==> src/rtl/envelope_detector.sv <==
// Windowed envelope detector: rectifies a signed sample stream and reports the
// mean and peak magnitude of every block of 2**WINDOW_LOG2 valid samples.
module envelope_detector #(
    parameter int DATA_DW     = 17,
    parameter int WINDOW_LOG2 = 8
) (
    input  logic               clk,
    input  logic               rst,
    input  logic [DATA_DW-1:0] data_i,
    input  logic               valid_i,
    input  logic               clear_i,
    output logic [DATA_DW-1:0] mean_o,
    output logic [DATA_DW-1:0] peak_o,
    output logic               valid_o,
    output logic               busy_o
);

    localparam int ACC_DW = DATA_DW + WINDOW_LOG2;
    localparam logic [WINDOW_LOG2-1:0] LAST_CNT = {WINDOW_LOG2{1'b1}};

    typedef enum logic {
        IDLE,
        ACCUM
    } state_t;

    logic [DATA_DW-1:0]     magQ, magD;
    logic                   magVldQ, magVldD;

    state_t                 stateQ, stateD;
    logic [ACC_DW-1:0]      accQ, accD;
    logic [DATA_DW-1:0]     peakQ, peakD;
    logic [WINDOW_LOG2-1:0] cntQ, cntD;

    logic [DATA_DW-1:0]     meanOutQ, meanOutD;
    logic [DATA_DW-1:0]     peakOutQ, peakOutD;
    logic                   validOutQ, validOutD;

    logic [ACC_DW-1:0]      accSum;
    logic [DATA_DW-1:0]     magMax;

    // Unsigned negation is exact for the most-negative input: it maps onto
    // the MSB alone, which still fits in DATA_DW unsigned bits.
    always_comb begin
        magD    = magQ;
        magVldD = 1'b0;
        if (!clear_i && valid_i) begin
            magD    = data_i[DATA_DW-1] ? (~data_i + DATA_DW'(1)) : data_i;
            magVldD = 1'b1;
        end
    end

    always_ff @(posedge clk or posedge rst) begin
        if (rst) begin
            magQ    <= '0;
            magVldQ <= 1'b0;
        end else begin
            magQ    <= magD;
            magVldQ <= magVldD;
        end
    end

    assign accSum = accQ + ACC_DW'(magQ);
    assign magMax = (magQ > peakQ) ? magQ : peakQ;

    // Window accumulation; clear_i wins over any magnitude arriving this cycle.
    always_comb begin
        stateD    = stateQ;
        accD      = accQ;
        peakD     = peakQ;
        cntD      = cntQ;
        meanOutD  = meanOutQ;
        peakOutD  = peakOutQ;
        validOutD = 1'b0;

        if (clear_i) begin
            stateD = IDLE;
            accD   = '0;
            peakD  = '0;
            cntD   = '0;
        end else if (magVldQ) begin
            case (stateQ)
                IDLE: begin
                    stateD = ACCUM;
                    accD   = ACC_DW'(magQ);
                    peakD  = magQ;
                    cntD   = WINDOW_LOG2'(1);
                end
                ACCUM: begin
                    if (cntQ == LAST_CNT) begin
                        meanOutD  = DATA_DW'(accSum >> WINDOW_LOG2);
                        peakOutD  = magMax;
                        validOutD = 1'b1;
                        stateD    = IDLE;
                        accD      = '0;
                        peakD     = '0;
                        cntD      = '0;
                    end else begin
                        accD  = accSum;
                        peakD = magMax;
                        cntD  = cntQ + WINDOW_LOG2'(1);
                    end
                end
                default: begin
                    stateD = IDLE;
                    accD   = '0;
                    peakD  = '0;
                    cntD   = '0;
                end
            endcase
        end
    end

    always_ff @(posedge clk or posedge rst) begin
        if (rst) begin
            stateQ    <= IDLE;
            accQ      <= '0;
            peakQ     <= '0;
            cntQ      <= '0;
            meanOutQ  <= '0;
            peakOutQ  <= '0;
            validOutQ <= 1'b0;
        end else begin
            stateQ    <= stateD;
            accQ      <= accD;
            peakQ     <= peakD;
            cntQ      <= cntD;
            meanOutQ  <= meanOutD;
            peakOutQ  <= peakOutD;
            validOutQ <= validOutD;
        end
    end

    assign mean_o  = meanOutQ;
    assign peak_o  = peakOutQ;
    assign valid_o = validOutQ;
    assign busy_o  = (stateQ == ACCUM);

endmodule

==> config.mk <==
export PLATFORM = sky130hd
export DESIGN_NAME = envelope_detector
export DESIGN_NICKNAME = d
export VERILOG_FILES = /design/src/rtl/envelope_detector.sv
export SDC_FILE = /design/constraint.sdc
export NUM_CORES = 1
export LEC_CHECK = 0
export CAP_MARGIN = 20
export CORE_MARGIN = 1.5
export CORE_UTILIZATION = 35
export CTS_BUF_LIST = sky130_fd_sc_hd__clkbuf_8
export DETAILED_ROUTE_END_ITERATION = 8
export PLACE_DENSITY = 0.54
export SYNTH_ARGS = -nofsm -noshare
export SYNTH_HDL_FRONTEND = slang
export SYNTH_SLANG_ARGS = --single-unit
==> constraint.sdc <==
create_clock -name clk -period 4.3 [get_ports clk]
set_clock_uncertainty 0.05 [all_clocks]
set_input_delay 0.86 -clock clk [delete_from_list [all_inputs] [get_ports clk]]
set_output_delay 0.86 -clock clk [all_outputs]
set_load 0.05 [all_outputs]
==> reports/qor.csv <==
metric,value,unit
cts_resized,0,
drc,0,
synth_seq_cells,104,
grt_pass1_wl,25600,um
critPathLaunchType,register,
io_buffers,56,
drt_wl_total,15500,um
finalCritPeriodShare,0.818,
cp_cell_sequence,ha_1 > a21o_1 > a21o_1 > a2111oi_2 > o32ai_1 > a211oi_2 > a31o_1 > buf_4 > nor4b_4 > buf_4 > a221o_1,
ant_nets,0,
leakage,0.00314,uW
die_x,136,um
fin_nets,781,
slowest_delay,490,ps
grtUsageTotal,0.178,
timing.final.ws_setup,781,ps
cts_sinks,104,
reg2reg_slack,780,ps
synthCells,679,
synth_nets,737,
fill_cells,1732,
dp_hpwl,11000,um
antenna_found_initial,0,
avgSynthCellArea,9.12,um^2
die-area,0.0185,mm^2
antenna_cells,0,
setup_viol,0,
setup_tns,0,ps
wl_per_cell,16.2,um
grt_pass1_vias,4985,
first_pass_iters,5,
maxCapViolations,0,
via_per_inst,5.34,
min_path_type,reg -> reg,
hold_violations,0,
vias,5092,
worstPathMaxFanout,17,
dr.first_iter.drc_count,326,
ys_seq_area_frac,0.420,
grt_max_degree,56,
critPathKind,reg -> reg,
htreeDepth,3,
min_period,3520,ps
relSlewSlack,0.461,
dieHeight,136,um
synthArstFlopShare,1.00,
holdBufCountCts,0,
overflow,0,
syn-cell-area,0.00619,mm^2
boundaryPins,57,
tightest_slew,800,ps
ys_warn_count,0,
rows,48,
post_synth_num_cell_types,52,
syn2layout_area_growth,16.0,%
maxSlewViolCount,0,
worstPathArrival,3790,ps
cts_root_buf,clkbuf_8,
end_kind,register,
cp_num_buf_inv,2,
path_clk_slew,100,ps
cp_data_required_time,4580,ps
irDropWorstVdd,0.211,mV
gp_congestion,0.807,
place_ws,861,ps
start_util,0.358,
synth_edf_count,0,
max_freq,284,MHz
cts_buffer_depth,2,
cts_tree,yes,
clock_latency,380,ps
power_density,322,mW/mm^2
cts_setup_buffers,0,
synth-main-ff-cell,dfrtp_1,
crit_slowest_cell,a2111oi_2,
drive_gt1_frac,0.0481,
cpLargestDelayFamily,compound AO/OA/AOI/OAI gates,
cts_buffers,9,
rsz0062_at_grt,false,
status,finished clean,
core,0.0173,mm^2
==> layout by cell type, fill, tap and decap left out, drive strengths merged, types with 10 or more instances in the layout <==
| master | instances |
|---|---|
| nand3 | 16 |
| nor2 | 32 |
| nand2b | 15 |
| a221o | 18 |
| buf | 12 |
| nor2b | 15 |
| xor2 | 20 |
| ha | 36 |
| a21oi | 40 |
| dfrtp | 104 |
| and3 | 10 |
| clkdlybuf4s50 | 56 |
| o21ai | 92 |
| inv | 30 |
| xnor2 | 16 |
| nand2 | 95 |
| mux2i | 26 |
| a21o | 11 |
==> metal layers <==
metal  part of all wire  vias to the layer above  routed length (um)  track usage
met3              0.037                       19                 569       0.0309
met5                  0                        -                   0            0
met1               0.49                     2463                7570        0.244
met4              0.015                        0                 235       0.0621
li1                   -                     2512                   -            -
met2               0.46                       98                7110        0.284
==> path summary, 6_finish.rpt <==
kind,from,endpoint,depth (start not counted)
worst max-delay path,magQ[2]$_DFFE_PP0P_,peakQ[4]$_DFFE_PP0P_,11
worst min-delay path,mean_o[4]$_DFFE_PP0P_,mean_o[4]$_DFFE_PP0P_,2
worst max register to register,magQ[2]$_DFFE_PP0P_,peakQ[4]$_DFFE_PP0P_,11
worst min register to register,mean_o[4]$_DFFE_PP0P_,mean_o[4]$_DFFE_PP0P_,2
max in group asynchronous,rst,cntQ[1]$_DFFE_PP0P_,3
min in group asynchronous,rst,peakQ[12]$_DFFE_PP0P_,2
==> logic make-up after synthesis <==
| logic type | Yosys count | share of synthesized area |
|---|---|---|
| XOR/XNOR | 36 | 0.0509 |
| AND/OR/NAND/NOR | 205 | 0.156 |
| adder cells (fa/ha/maj) | 37 | 0.0760 |
| AO/OA/AOI/OAI | 208 | 0.213 |
| multiplexers | 26 | 0.0420 |
| buffers and inverters | 63 | 0.0414 |
| flip-flops | 104 | 0.420 |
==> metrics by stage <==
stage	utilization	std cells	hold slack, ps	area (um^2)	power [uW]
6_report	0.415	953	431	7180	2320
5_1_grt	0.415	953	459	7180	2470
4_1_cts	0.415	953	440	7180	2350
3_5_place_dp	0.404	937	417	6990	1720
3_3_place_gp	0.404	937	400	6990	1700
2_1_floorplan	-	679	393	6190	1550
==> layout make-up <==
cell class / count / area (um^2) / share of cell area
Tap cell: 225 / 282 / 0.0392
Clock buffer: 9 / 124 / 0.0172
Clock inverter: 7 / 66.3 / 0.00923
Timing Repair Buffer: 68 / 663 / 0.0923
Inverter: 28 / 108 / 0.0150
Sequential cell: 104 / 2600 / 0.362
Multi-Input combinational cell: 512 / 3340 / 0.465
==> state kept, by name (all words and copies together) (netlist names) <==
signal	count
accQ	25
magQ	17
mean_o	17
peakQ	17
peak_o	17
cntQ	8
busy_o	1
magVldQ	1
valid_o	1
==> cell usage after synthesis (6+ instances only) <==
cell      count  area share
dfrtp_1     104        0.42
nand2_1      95       0.058
o21ai_0      91       0.074
a21oi_1      40       0.032
ha_1         36       0.073
nor2_1       32       0.019
clkbuf_1     31       0.019
inv_1        27       0.016
mux2i_1      26       0.042
xor2_1       20       0.028
a221o_1      18       0.029
nand3_1      16       0.013
xnor2_1      16       0.023
nand2b_1     15       0.015
nor2b_1      15       0.015
a21o_1       11       0.013
and3_1       10       0.010
a31oi_1       8      0.0081
nand4_1       6      0.0061
o31ai_1       6      0.0073
==> worst min-delay path: stages, from the launching register on <==
cell and delay, ps:
dfrtp_1 360, nand2_1 50, nand2_1 50
==> power breakdown <==
group	internal (uW)	leakage (uW)	switching, uW	total (uW)
Clock	266	0.000103	351	617
Combinational	253	0.00163	337	590
Sequential	1030	0.00141	79.6	1110
Power figures use the tool's default switching activity.
